<file path="src/rtl/cpu_ctrl_pkg.sv">
// cpu_ctrl_pkg: shared definitions for the hardwired CPU control unit.
//   - opcode values of the supported register ALU instructions
//   - IR field bit positions
//   - FSM state encoding
//   - small opcode classification helpers
package cpu_ctrl_pkg;

    localparam logic [4:0] OP_ADD  = 5'b00011;
    localparam logic [4:0] OP_SUB  = 5'b00100;
    localparam logic [4:0] OP_AND  = 5'b00101;
    localparam logic [4:0] OP_OR   = 5'b00110;
    localparam logic [4:0] OP_SHR  = 5'b00111;
    localparam logic [4:0] OP_SHRA = 5'b01000;
    localparam logic [4:0] OP_SHL  = 5'b01001;
    localparam logic [4:0] OP_ROR  = 5'b01010;
    localparam logic [4:0] OP_ROL  = 5'b01011;
    localparam logic [4:0] OP_MUL  = 5'b01111;
    localparam logic [4:0] OP_DIV  = 5'b10000;
    localparam logic [4:0] OP_NEG  = 5'b10001;
    localparam logic [4:0] OP_NOT  = 5'b10010;
    localparam logic [4:0] OP_NOP  = 5'b11010;
    localparam logic [4:0] OP_HALT = 5'b11011;

    localparam int IR_OP_HI = 31;
    localparam int IR_OP_LO = 27;
    localparam int IR_RA_HI = 26;
    localparam int IR_RA_LO = 23;
    localparam int IR_RB_HI = 22;
    localparam int IR_RB_LO = 19;
    localparam int IR_RC_HI = 18;
    localparam int IR_RC_LO = 15;

    typedef enum logic [3:0] {
        ST_RST  = 4'd0,
        ST_T0   = 4'd1,
        ST_T1   = 4'd2,
        ST_T1W  = 4'd3,
        ST_T2   = 4'd4,
        ST_T3   = 4'd5,
        ST_T4   = 4'd6,
        ST_T5   = 4'd7,
        ST_T6   = 4'd8,
        ST_HALT = 4'd9,
        ST_WAIT = 4'd10
    } state_t;

    // Instructions that run the full T3..T5(/T6) register datapath sequence.
    function automatic logic is_alu_op(input logic [4:0] op);
        return op inside {OP_ADD, OP_SUB, OP_AND, OP_OR, OP_SHR, OP_SHRA, OP_SHL,
                          OP_ROR, OP_ROL, OP_MUL, OP_DIV, OP_NEG, OP_NOT};
    endfunction

    function automatic logic is_muldiv(input logic [4:0] op);
        return (op == OP_MUL) || (op == OP_DIV);
    endfunction

    // Single-operand ops take their second ALU input from Rb instead of Rc.
    function automatic logic is_unary(input logic [4:0] op);
        return (op == OP_NEG) || (op == OP_NOT);
    endfunction

endpackage

</file>
<file path="src/rtl/reg_select_decoder.sv">
// reg_select_decoder: turns a 4-bit register field into a one-hot enable.
//   sel    in  4      register number
//   en     in  1      gate; all outputs 0 when low
//   onehot out NREGS  one-hot select (bit sel set when en)
module reg_select_decoder #(
    parameter int NREGS = 16
) (
    input  logic [3:0]       sel,
    input  logic             en,
    output logic [NREGS-1:0] onehot
);

    always_comb begin
        onehot = '0;
        for (int i = 0; i < NREGS; i++) begin
            onehot[i] = en && (sel == 4'(i));
        end
    end

endmodule

</file>
<file path="src/rtl/control_unit.sv">
// control_unit: hardwired Moore FSM sequencing the cpu datapath through
// fetch (T0..T2) and execute (T3..T6) for register ALU instructions.
// Build option: CU_SINGLE_STEP_EN adds the 'step' input; after every retire or
// illegal opcode the FSM parks in WAIT until step is sampled high.
// Ports:
//   clk, reset (sync, active-high), ir[31:0], mem_ready, [step]
//   datapath strobes: pc_out mar_in inc_pc pc_in mdr_read mdr_in mdr_out ir_in y_in
//   Z/HI/LO strobes:  zlo_in zhi_in zlo_out zhi_out lo_in hi_in
//   reg_in/reg_out (one-hot NREGS), op_code[4:0], run, illegal_op, retired[CNT_W-1:0]
//
// state | meaning
// RST   | in/just out of reset, all outputs 0
// T0    | PC -> MAR, PC+1 -> Z
// T1    | memory read started, Z -> PC
// T1W   | waiting for mem_ready, read held
// T2    | MDR -> IR
// T3    | decode; Rb -> Y (or nop retire / halt / illegal)
// T4    | ALU op on Y and Rc (Rb for neg/not) -> Z
// T5    | ZLO -> Ra, or ZLO -> LO for mul/div
// T6    | ZHI -> HI (mul/div only)
// HALT  | stopped until reset
// WAIT  | single-step park (CU_SINGLE_STEP_EN only)
module control_unit
    import cpu_ctrl_pkg::*;
#(
    parameter int NREGS = 16,
    parameter int CNT_W = 32
) (
    input  logic             clk,
    input  logic             reset,
`ifdef CU_SINGLE_STEP_EN
    input  logic             step,
`endif
    input  logic [31:0]      ir,
    input  logic             mem_ready,
    output logic             pc_out,
    output logic             mar_in,
    output logic             inc_pc,
    output logic             pc_in,
    output logic             mdr_read,
    output logic             mdr_in,
    output logic             mdr_out,
    output logic             ir_in,
    output logic             y_in,
    output logic             zlo_in,
    output logic             zhi_in,
    output logic             zlo_out,
    output logic             zhi_out,
    output logic             lo_in,
    output logic             hi_in,
    output logic [NREGS-1:0] reg_in,
    output logic [NREGS-1:0] reg_out,
    output logic [4:0]       op_code,
    output logic             run,
    output logic             illegal_op,
    output logic [CNT_W-1:0] retired
);

    state_t           state_q, state_d;
    logic [CNT_W-1:0] retired_q, retired_d;

    logic [4:0] op;
    logic [3:0] ra, rb, rc;
    logic       reg_in_en, reg_out_en;
    logic [3:0] reg_out_sel;
    state_t     after_retire;
    logic       ir_unused;

    assign op        = ir[IR_OP_HI:IR_OP_LO];
    assign ra        = ir[IR_RA_HI:IR_RA_LO];
    assign rb        = ir[IR_RB_HI:IR_RB_LO];
    assign rc        = ir[IR_RC_HI:IR_RC_LO];
    assign ir_unused = ^ir[IR_RC_LO-1:0];

`ifdef CU_SINGLE_STEP_EN
    assign after_retire = ST_WAIT;
`else
    assign after_retire = ST_T0;
`endif

    always_ff @(posedge clk) begin
        if (reset) begin
            state_q   <= ST_RST;
            retired_q <= '0;
        end else begin
            state_q   <= state_d;
            retired_q <= retired_d;
        end
    end

    always_comb begin
        state_d     = state_q;
        retired_d   = retired_q;
        pc_out      = 1'b0;
        mar_in      = 1'b0;
        inc_pc      = 1'b0;
        pc_in       = 1'b0;
        mdr_read    = 1'b0;
        mdr_in      = 1'b0;
        mdr_out     = 1'b0;
        ir_in       = 1'b0;
        y_in        = 1'b0;
        zlo_in      = 1'b0;
        zhi_in      = 1'b0;
        zlo_out     = 1'b0;
        zhi_out     = 1'b0;
        lo_in       = 1'b0;
        hi_in       = 1'b0;
        op_code     = 5'b00000;
        illegal_op  = 1'b0;
        run         = 1'b1;
        reg_in_en   = 1'b0;
        reg_out_en  = 1'b0;
        reg_out_sel = rb;

        case (state_q)
            ST_RST: begin
                run     = 1'b0;
                state_d = ST_T0;
            end
            ST_T0: begin
                pc_out  = 1'b1;
                mar_in  = 1'b1;
                inc_pc  = 1'b1;
                zlo_in  = 1'b1;
                state_d = ST_T1;
            end
            ST_T1: begin
                // PC is reloaded only here so a stalled read never re-increments it.
                mdr_read = 1'b1;
                mdr_in   = 1'b1;
                zlo_out  = 1'b1;
                pc_in    = 1'b1;
                inc_pc   = 1'b1;
                state_d  = mem_ready ? ST_T2 : ST_T1W;
            end
            ST_T1W: begin
                mdr_read = 1'b1;
                mdr_in   = 1'b1;
                if (mem_ready) state_d = ST_T2;
            end
            ST_T2: begin
                mdr_out = 1'b1;
                ir_in   = 1'b1;
                state_d = ST_T3;
            end
            ST_T3: begin
                if (op == OP_NOP) begin
                    retired_d = retired_q + CNT_W'(1);
                    state_d   = after_retire;
                end else if (op == OP_HALT) begin
                    state_d = ST_HALT;
                end else if (!is_alu_op(op)) begin
                    illegal_op = 1'b1;
                    state_d    = after_retire;
                end else begin
                    reg_out_en = 1'b1;
                    y_in       = 1'b1;
                    state_d    = ST_T4;
                end
            end
            ST_T4: begin
                reg_out_en  = 1'b1;
                reg_out_sel = is_unary(op) ? rb : rc;
                op_code     = op;
                zlo_in      = 1'b1;
                zhi_in      = is_muldiv(op);
                state_d     = ST_T5;
            end
            ST_T5: begin
                zlo_out = 1'b1;
                if (is_muldiv(op)) begin
                    lo_in   = 1'b1;
                    state_d = ST_T6;
                end else begin
                    reg_in_en = 1'b1;
                    retired_d = retired_q + CNT_W'(1);
                    state_d   = after_retire;
                end
            end
            ST_T6: begin
                zhi_out   = 1'b1;
                hi_in     = 1'b1;
                retired_d = retired_q + CNT_W'(1);
                state_d   = after_retire;
            end
            ST_HALT: begin
                run = 1'b0;
            end
`ifdef CU_SINGLE_STEP_EN
            ST_WAIT: begin
                if (step) state_d = ST_T0;
            end
`endif
            default: begin
                run     = 1'b0;
                state_d = ST_RST;
            end
        endcase
    end

    assign retired = retired_q;

    reg_select_decoder #(.NREGS(NREGS)) u_reg_in_dec (
        .sel    (ra),
        .en     (reg_in_en),
        .onehot (reg_in)
    );

    reg_select_decoder #(.NREGS(NREGS)) u_reg_out_dec (
        .sel    (reg_out_sel),
        .en     (reg_out_en),
        .onehot (reg_out)
    );

endmodule

</file>
<file path="config.mk">
export PLATFORM = sky130hd
export DESIGN_NAME = control_unit
export DESIGN_NICKNAME = d
export VERILOG_FILES = /design/src/rtl/cpu_ctrl_pkg.sv /design/src/rtl/reg_select_decoder.sv /design/src/rtl/control_unit.sv
export SDC_FILE = /design/constraint.sdc
export NUM_CORES = 1
export LEC_CHECK = 0
export ABC_AREA = 0
export BUFFER_PORTS_ARGS = -buffer_cell sky130_fd_sc_hd__buf_4
export CORE_MARGIN = 1
export CORE_UTILIZATION = 45
export CTS_CLUSTER_DIAMETER = 80
export DETAILED_ROUTE_END_ITERATION = 7
export PLACE_DENSITY = 0.85
export SLEW_MARGIN = 30
export SYNTH_ARGS = -nofsm -noshare
export SYNTH_HDL_FRONTEND = slang
export SYNTH_SLANG_ARGS = --single-unit
</file>
<file path="constraint.sdc">
create_clock -name clk -period 6.4 [get_ports clk]
set_clock_uncertainty 0.2 [all_clocks]
set_input_delay 1.92 -clock clk [delete_from_list [all_inputs] [get_ports clk]]
set_output_delay 1.92 -clock clk [all_outputs]
set_load 0.02 [all_outputs]
</file>
==> metrics.yaml <==
crit_fanout: 11
finalCritPeriodShare_pct: 89.25
async_flop_share_pct: 0
synth_ff_type: "dfxtp_1"
core_area_sq_um: 5270
postCtsHoldBufs: 0
p_per_area_nw_per_um2: 149.8
synth_simple_gate_area_share_pct: 36.97
cts_made_buffers: 5
grt.overflow.total: 0
synth_edf_count: 0
final-setup-viol-count: 0
synthMuxAreaShare_pct: 1.431
grt_pass1_wl_um: 11500
initial_core_util_pct: 48.10
synth_warnings: 0
final_antenna_net_count: 0
cp-end-kind: "primary output"
syn_area_sq_um: 2535
synth_nets: 383
cap_viol_max_count: 0
holdWs_ns: 0.2968
final_cell_area_sq_um: 3412
fin_setup_tns_ns: 0
clk_pin_slew_worst_paths_ns: 0.07
diodes: 0
cts_buffer_depth: 2
synth.distinct_cells: 58
rsz0062_at_grt: "false"
grt.total_usage_pct: 22.89
grt_antenna_before_repair: 0
post_dp_cell_area_sq_um: 3318
synth-compound-area-share_pct: 23.84
startpoint_type: "input pin"
yosys.area.top_type: "dfxtp_1"
synth_area_leaders: "dfxtp_1, nor2_1, a21oi_1"
viasPerCell: 5.759
die-area_sq_um: 5937
synth_xor_area_share_pct: 1.728
ir_worst_vdd_v: 0.0001244
dp_cells: 503
final_max_slew_viol_count: 0
synth_top_family_by_area: "simple AND/OR/NAND/NOR gates"
synth_top_area_share_pct: 28.43
finalHoldViolCount: 0
drtIter0Drc: 164
synthCells: 347
clkLatencyLatePin_ns: 0.29
worstPathRequired_ns: 4.28
cpMostUsedCell: "buf_4"
outcome: "complete, no violations"
num_rows: 26
drc: 0
synth_fa_ha_area_share_pct: 0.4936
grt_max_degree: 40
leakage_nw: 1.326
grt_pass1_vias: 2531
cp_slowest_cell: "or4b_1"
cts.repair.resized: 0
crit_chain: "buf_4 > or3b_1 > o32a_1 > or4b_1 > nor3_1 > buf_4"
areaGrowthSynthToFinish_pct: 34.60
drive_above_1_share_pct: 29.48
avgSynthCellArea_sq_um: 7.305
cp.arrival_ns: 3.59
hp-class: "flip-flop to flip-flop"
ys_ff_latch: 36
clock-sinks: 36
relSlewSlack_pct: 35.82
io_buffers: 105
wl_per_cell_um: 13.47
cts_tree: "built"
num_vias: 2943
postCtsSetupBuffers: 0
drtPass1Iterations: 4
yosysSeqAreaShare_pct: 28.43
cpPeakStageDelay_ns: 0.57
final_common_cell: "buf_4"
clk_root_buffer_cell: "clkbuf_8"
hpwl_um: 5000
fmax_ghz: 0.1751
finalNonFillerCells: 511
nets: 476
ios: 121
path_class: "input pin to primary output"
post-route-min-period_ns: 5.712
die_y_um: 77.06
wl_um: 6885
gp_congestion: 0.8223
cts_htree_levels: 2
worst_slew_pin_slew_ns: 0.9598
dieWidth_um: 77.06
layout_common_cells: "buf_4, nor2_1, dfxtp_1"
[report_power, final]
| part | leakage (nW) | internal [mW] | switching [mW] |
|---|---|---|---|
| Combinational | 0.991 | 0.0453 | 0.0612 |
| Clock | 0.0445 | 0.0875 | 0.0806 |
| Sequential | 0.290 | 0.227 | 0.00970 |
[cell families after synthesis]
group	after synthesis
AO/OA/AOI/OAI	93
AND/OR/NAND/NOR	172
XOR/XNOR	5
buffers and inverters	37
adder cells (fa/ha/maj)	1
multiplexers	3
flip-flops	36
[metal layers]
metal | part of all wire [%] | up-vias | routed length, um | global-route usage [%]
met5 | 0 | - | 0 | 0
met4 | 0.58 | 0 | 40 | 5.094
met3 | 8.3 | 5 | 573 | 6.190
met2 | 47 | 117 | 3265 | 39.20
met1 | 44 | 1362 | 3005 | 28.51
li1 | - | 1459 | - | -
[through the flow]
stage	setup slack (ns)	utilization, %	power (mW)
finish	0.6878	64.74	0.5113
global placement	0.7044	62.96	0.3460
CTS	0.6830	64.74	0.5179
floorplan	0.7526	-	0.3067
global route	0.5325	64.74	0.5383
detailed placement	0.6878	62.96	0.3482
[synthesized netlist by cell type (3+ instances only)]
library cell	count
or3_1	18
nand2_1	25
o21ai_1	8
nor3_1	11
nand2b_1	7
nor3b_1	3
or4_1	10
nand4_1	5
a31oi_1	7
o21ai_0	13
o31ai_1	11
o32ai_1	3
dfxtp_1	36
a21oi_1	32
inv_1	14
nor2_1	48
buf_4	4
clkbuf_1	12
buf_2	3
nand3b_1	5
nor2b_1	7
xnor2_1	3
and2_1	5
buf_6	3
nand3_1	10
[final cells by class]
class | count | area [sq um]
fillers | 485 | 1858
multi-input cells | 274 | 1639
repair buffers | 109 | 818.3
flip-flops and latches | 36 | 720.7
well taps | 70 | 87.58
clock buffers | 7 | 86.33
inverters | 14 | 52.55
clock inverters | 1 | 7.507
[worst max-delay path: cells and delay by family]
kind                   cells  cell delay (ns)
buffers and inverters      2             0.30
AO/OA/AOI/OAI              1             0.45
AND/OR/NAND/NOR            3             0.93
[flip-flops by register name, summed over array words and instances, names as in the netlist]
name	count
retired	32
state_q	4
[path summary, 6_finish.rpt]
check              start           to  slack, ns  cells after the start
min reg2reg  retired[27]  retired[27]       0.30                      2
max               ir[31]    reg_in[0]       0.69                      6
max reg2reg   state_q[3]  retired[22]       3.56                      5
min          retired[27]  retired[27]       0.30                      2
Power figures use the tool's default switching activity.
